### src/rtl/ov7670_capture_pkg.sv
// Shared frame-buffer geometry, capture FSM states and the RGB565 -> RGB444 pixel pack.
package ov7670_capture_pkg;

  localparam int FB_H_PIXELS = 320;
  localparam int FB_V_LINES  = 240;
  localparam int FB_DEPTH    = FB_H_PIXELS * FB_V_LINES;
  localparam int FB_ADDR_W   = 17;
  localparam int FB_PIX_W    = 12;

  typedef enum logic {
    WAIT_FRAME = 1'b0,
    CAPTURE    = 1'b1
  } cap_state_e;

  // first = {R4..R0,G5..G3}, second = {G2..G0,B4..B0}; keep the top 4 bits of each channel.
  function automatic logic [FB_PIX_W-1:0] pack_rgb444(input logic [7:0] first,
                                                      input logic [7:0] second);
    return {first[7:4], first[2:0], second[7], second[4:1]};
  endfunction

endpackage

### src/rtl/ov7670_frame_check.sv
// Per-line pixel and per-frame line counters that raise a sticky frame error flag.
// Only instantiated when CAPTURE_CHECK_EN is defined.
module ov7670_frame_check
  import ov7670_capture_pkg::*;
#(
  parameter int H_PIXELS = FB_H_PIXELS,
  parameter int V_LINES  = FB_V_LINES
) (
  input  logic pclk,
  input  logic reset,
  input  logic capturing,
  input  logic href_q,
  input  logic pix_evt,
  input  logic frame_start,
  input  logic frame_end,
  output logic frame_err
);

  localparam int PIX_CW  = $clog2(H_PIXELS + 2);
  localparam int LINE_CW = $clog2(V_LINES + 2);

  logic               href_prev_q, href_prev_d;
  logic [PIX_CW-1:0]  pix_cnt_q, pix_cnt_d;
  logic [LINE_CW-1:0] line_cnt_q, line_cnt_d;
  logic               err_q, err_d;
  logic               href_fall;

  assign href_fall = href_prev_q & ~href_q;

  // NOTE: every always_comb output gets a default first so no path can infer a latch.
  always_comb begin
    href_prev_d = href_q;
    pix_cnt_d   = pix_cnt_q;
    line_cnt_d  = line_cnt_q;
    err_d       = err_q;
    if (frame_start) begin
      pix_cnt_d  = '0;
      line_cnt_d = '0;
      err_d      = 1'b0;
    end else if (capturing) begin
      if (pix_evt && (pix_cnt_q != '1)) pix_cnt_d = pix_cnt_q + 1'b1;
      if (href_fall) begin
        if (pix_cnt_q != PIX_CW'(H_PIXELS)) err_d = 1'b1;
        pix_cnt_d = '0;
        if (line_cnt_q != '1) line_cnt_d = line_cnt_q + 1'b1;
      end
      // Use the updated count so a line ending in the same cycle is included.
      if (frame_end && (line_cnt_d != LINE_CW'(V_LINES))) err_d = 1'b1;
    end
  end

  // NOTE: sequential state uses non-blocking assignments only.
  always_ff @(posedge pclk) begin
    if (reset) begin
      href_prev_q <= 1'b0;
      pix_cnt_q   <= '0;
      line_cnt_q  <= '0;
      err_q       <= 1'b0;
    end else begin
      href_prev_q <= href_prev_d;
      pix_cnt_q   <= pix_cnt_d;
      line_cnt_q  <= line_cnt_d;
      err_q       <= err_d;
    end
  end

  assign frame_err = err_q;

endmodule

### src/rtl/ov7670_capture.sv
// OV7670 RGB565 byte-pair capture into a raster-ordered RGB444 frame buffer.
// Optional CAPTURE_CHECK_EN adds line/pixel count checking (frame_err); otherwise frame_err is 0.
module ov7670_capture
  import ov7670_capture_pkg::*;
#(
  parameter int H_PIXELS = FB_H_PIXELS,
  parameter int V_LINES  = FB_V_LINES,
  parameter int ADDR_W   = FB_ADDR_W
) (
  input  logic                pclk,
  input  logic                reset,
  input  logic                cam_vsync,
  input  logic                cam_href,
  input  logic [7:0]          cam_d,
  output logic                we,
  output logic [ADDR_W-1:0]   addr,
  output logic [FB_PIX_W-1:0] dout,
  output logic                frame_done,
  output logic                frame_err
);

  localparam logic [ADDR_W-1:0] LAST_ADDR = ADDR_W'(H_PIXELS * V_LINES - 1);

  cap_state_e          state_q, state_d;
  logic                vsync_q, vsync_d, vsync_prev_q, vsync_prev_d;
  logic                href_q, href_d;
  logic [7:0]          d_q, d_d;
  logic                phase_q, phase_d;
  logic [7:0]          first_q, first_d;
  logic [ADDR_W-1:0]   addr_q, addr_d;
  logic                full_q, full_d;
  logic                we_q, we_d;
  logic [FB_PIX_W-1:0] dout_q, dout_d;
  logic                frame_done_q, frame_done_d;

  logic vsync_rise, vsync_fall, capturing, byte_ok, pix_evt;

  assign vsync_rise = vsync_q & ~vsync_prev_q;
  assign vsync_fall = ~vsync_q & vsync_prev_q;
  assign capturing  = (state_q == CAPTURE);
  // A VSYNC edge takes priority: the byte in that cycle is dropped.
  assign byte_ok    = capturing & href_q & ~(vsync_rise | vsync_fall);
  assign pix_evt    = byte_ok & phase_q;

  always_comb begin
    vsync_d      = cam_vsync;
    vsync_prev_d = vsync_q;
    href_d       = cam_href;
    d_d          = cam_d;
    state_d      = state_q;
    phase_d      = 1'b0;
    first_d      = first_q;
    addr_d       = addr_q;
    full_d       = full_q;
    we_d         = 1'b0;
    dout_d       = dout_q;
    frame_done_d = 1'b0;
    unique case (state_q)
      WAIT_FRAME: begin
        addr_d = '0;
        full_d = 1'b0;
        if (vsync_fall) state_d = CAPTURE;
      end
      CAPTURE: begin
        if (vsync_rise) begin
          state_d      = WAIT_FRAME;
          frame_done_d = 1'b1;
          addr_d       = '0;
          full_d       = 1'b0;
        end else begin
          if (href_q) phase_d = ~phase_q;
          if (byte_ok && !phase_q) first_d = d_q;
          if (pix_evt && !full_q) begin
            we_d   = 1'b1;
            dout_d = pack_rgb444(first_q, d_q);
          end
          // Address advances after the write; the final location saturates the frame.
          if (we_q) begin
            if (addr_q == LAST_ADDR) full_d = 1'b1;
            else                     addr_d = addr_q + 1'b1;
          end
        end
      end
      default: state_d = WAIT_FRAME;
    endcase
  end

  always_ff @(posedge pclk) begin
    if (reset) begin
      state_q      <= WAIT_FRAME;
      vsync_q      <= 1'b0;
      vsync_prev_q <= 1'b0;
      href_q       <= 1'b0;
      d_q          <= '0;
      phase_q      <= 1'b0;
      first_q      <= '0;
      addr_q       <= '0;
      full_q       <= 1'b0;
      we_q         <= 1'b0;
      dout_q       <= '0;
      frame_done_q <= 1'b0;
    end else begin
      state_q      <= state_d;
      vsync_q      <= vsync_d;
      vsync_prev_q <= vsync_prev_d;
      href_q       <= href_d;
      d_q          <= d_d;
      phase_q      <= phase_d;
      first_q      <= first_d;
      addr_q       <= addr_d;
      full_q       <= full_d;
      we_q         <= we_d;
      dout_q       <= dout_d;
      frame_done_q <= frame_done_d;
    end
  end

  assign we         = we_q;
  assign addr       = addr_q;
  assign dout       = dout_q;
  assign frame_done = frame_done_q;

`ifdef CAPTURE_CHECK_EN
  logic frame_start, frame_end;
  assign frame_start = (state_q == WAIT_FRAME) && vsync_fall;
  assign frame_end   = capturing && vsync_rise;

  ov7670_frame_check #(
    .H_PIXELS (H_PIXELS),
    .V_LINES  (V_LINES)
  ) u_frame_check (
    .pclk        (pclk),
    .reset       (reset),
    .capturing   (capturing),
    .href_q      (href_q),
    .pix_evt     (pix_evt),
    .frame_start (frame_start),
    .frame_end   (frame_end),
    .frame_err   (frame_err)
  );
`else
  assign frame_err = 1'b0;
`endif

endmodule

### config.mk
export PLATFORM = sky130hd
export DESIGN_NAME = ov7670_capture
export DESIGN_NICKNAME = d
export VERILOG_FILES = /design/src/rtl/ov7670_capture_pkg.sv /design/src/rtl/ov7670_frame_check.sv /design/src/rtl/ov7670_capture.sv
export SDC_FILE = /design/constraint.sdc
export NUM_CORES = 1
export LEC_CHECK = 0
export BUFFER_PORTS_ARGS = -buffer_cell sky130_fd_sc_hd__buf_4
export CORE_ASPECT_RATIO = 1.25
export CORE_MARGIN = 4
export CORE_UTILIZATION = 48
export DETAILED_ROUTE_END_ITERATION = 10
export PLACE_DENSITY = 0.75
export SLEW_MARGIN = 40
export SYNTH_ARGS = -nofsm -noshare
export SYNTH_HDL_FRONTEND = slang
export SYNTH_SLANG_ARGS = --single-unit
### constraint.sdc
create_clock -name pclk -period 1.6 [get_ports pclk]
set_input_delay 0.24 -clock pclk [delete_from_list [all_inputs] [get_ports pclk]]
set_output_delay 0.24 -clock pclk [all_outputs]
set_load 0.03 [all_outputs]
==> metrics.yaml <==
status: "finished with violations"
violations: "negative setup slack"
fin_crit_ps: 1630
cts_tree: "built"
via_count: 1643
area_delta_synth_final_pct: 39.1
rows: 26
avgSynthCellArea_um2: 9.73
synth_warnings: 0
fin_hold_ws_ps: 143
clk_pin_slew_ps: 90
yosysTopAreaCellShare_pct: 51.9
min_period_over_period_pct: 102
hold_viol_final: 0
grt_start_max_net_pins: 34
fmax_mhz: 613
clockBufferDepth: 2
root_buffer: "clkbuf_8"
cts_buffers: 5
swShare_pct: 20.0
cp_max_fo: 6
antenna_left: 0
min_path_type: "in2reg"
netlist_instances: 206
antenna_found_initial: 0
p_per_area_nw_per_um2: 813
ys.flop_type: "dfxtp_1"
critPathKind: "reg2reg"
yosys.area.top_type: "dfxtp_1"
dp_hpwl_um: 3100
io_pins: 44
grt_pass1_vias: 1538
viasPerCell: 5.10
dieWidth_um: 65.8
fin_setup_tns_ps: -72.3
io_buffers: 42
synth.area.top_cells: "dfxtp_1 52%, mux2i_1 10%, nor2_1 7.7%"
synth_edf_count: 0
power_leakage_nw: 1.08
htreeDepth: 2
power.net_switching_uw: 454
ys_ff_latch: 52
die_area_um2: 5280
drive_above_1_share_pct: 39.1
start_kind: "flop"
yosysSeqAreaShare_pct: 51.9
syn-num-nets: 221
syn_area_um2: 2000
ys_types: 39
power_frac_seq_pct: 57.2
floorplan.initialDensity_pct: 49.3
setup_slack_ps: -30.5
drtIter0Drc: 65
multi_input_area_um2: 1000
netlist_top_cells_count: "52 x dfxtp_1, 41 x nor2_1, 20 x mux2i_1, 10 x nor2b_1"
post_cts_buffers: 0
placed_area_um2: 2570
synth_most_common_cell: "dfxtp_1"
dr.pass1.iters: 4
cap_violations: 0
grt-ovfl-total: 0
slew_violations: 0
fp.dieH_um: 80.3
drt_wl_total_um: 4380
cts_sinks: 52
total_power_mw: 2.27
place.gp.congestion: 0.901
grt_pass1_wl_um: 6720
finalSetupViolCount: 3
async_flop_share_pct: 0
required_ps: 1800
coreArea_um2: 4070
combPwrFrac_pct: 2.9
clock_skew_ps: 7.86
fillCellCount: 352
rsz0062_at_grt: "true"
track_usage_pct: 16.6
p_int_mw: 1.81
detail_route.wl_per_cell_um: 13.6
regArea_um2: 1090
clockPowerShare_pct: 39.9
clk_latency_ps: 300
final_area_um2: 2790
layout.nets: 280
drc: 0
vdd_drop_max_uv: 636
n_antenna_cell: 0
crit_arrival_ps: 1830
worst_setup_path_end_kind: "flop"
## worst max-delay path, cell delays in order, from the launching register on
cell and delay, ps:
dfxtp_4 350, nand4bb_4 230, or4_4 490, o211ai_1 250
xor2_1 160, nor2_1 40
## through the flow
stage	instances	utilization [%]	setup WS, ps
after floorplan	206	-	-26.2
after global placement	312	63.1	11.5
after detailed placement	312	63.1	-30.3
after CTS	320	66.2	-29.9
after global routing	322	68.6	-113
final	322	68.6	-30.5
## power by group through the flow
stage	clock network [mW]	logic [mW]	registers, mW
after floorplan	0	0.0357	1.33
after global placement	0	0.0612	1.33
after detailed placement	0	0.0624	1.33
after CTS	0.929	0.0623	1.30
after global routing	0.983	0.0724	1.30
final	0.904	0.0658	1.30
## worst paths after layout
check / from / endpoint / slack, ps / depth (start not counted)
max: addr[12] / addr[5] / -30 / 5
min: cam_d[5] / d_q[5] / 140 / 2
max reg2reg: addr[12] / addr[5] / -30 / 5
min reg2reg: phase_q / phase_q / 450 / 1
## routing by layer
layer / global-route usage (%) / vias to the layer above / wire length (µm)
met4: 7.26 / 0 / 64
met1: 18.1 / 784 / 1790
met5: 0 / - / 0
met2: 29.1 / 41 / 2290
li1: - / 812 / -
met3: 5.17 / 6 / 237
## cell type report
type,instances,area share [%]
multi-input combinational,141,36.0
clock buffer,8,4.35
inverter,5,0.673
timing repair buffer,60,17.2
tap,56,2.51
sequential,52,39.2
## flip-flops by register name, summed over array words and instances, names as in the netlist, 7 cells and up
name     cells
dout        12
first_q      7
d_q          8
addr        17
## cells by family (layout without fill, tap and decap cells)
group,Yosys count,count (layout),synth area share [%]
simple gates,90,91,23.0
flops,52,52,51.9
mux,20,20,9.99
compound gates,14,14,4.49
buf+inv,14,73,3.25
xor+xnor,12,12,5.24
fa+ha+maj,3,3,1.87
other cells,1,1,0.187
## cells in the final DEF (no fill, tap or decap), drive strengths merged, types with 3 or more instances in the layout
cell / count
buf: 59
a21oi: 3
nand2: 4
nor3: 9
ha: 3
mux2i: 20
nor2b: 10
nor2: 41
or4: 3
clkbuf: 9
o211ai: 3
dfxtp: 52
o21ai: 5
xnor2: 3
nand4: 3
nand3: 8
inv: 5
xor2: 9
## repair_timing
action / 4_1_cts / 5_1_grt
setup endpoints to repair: 5 / 32
pin swaps: 2 / 6
gates resized for setup: 1 / 13
gates cloned: 0 / 2
hold buffers: 0 / 0
Power figures use the tool's default switching activity.
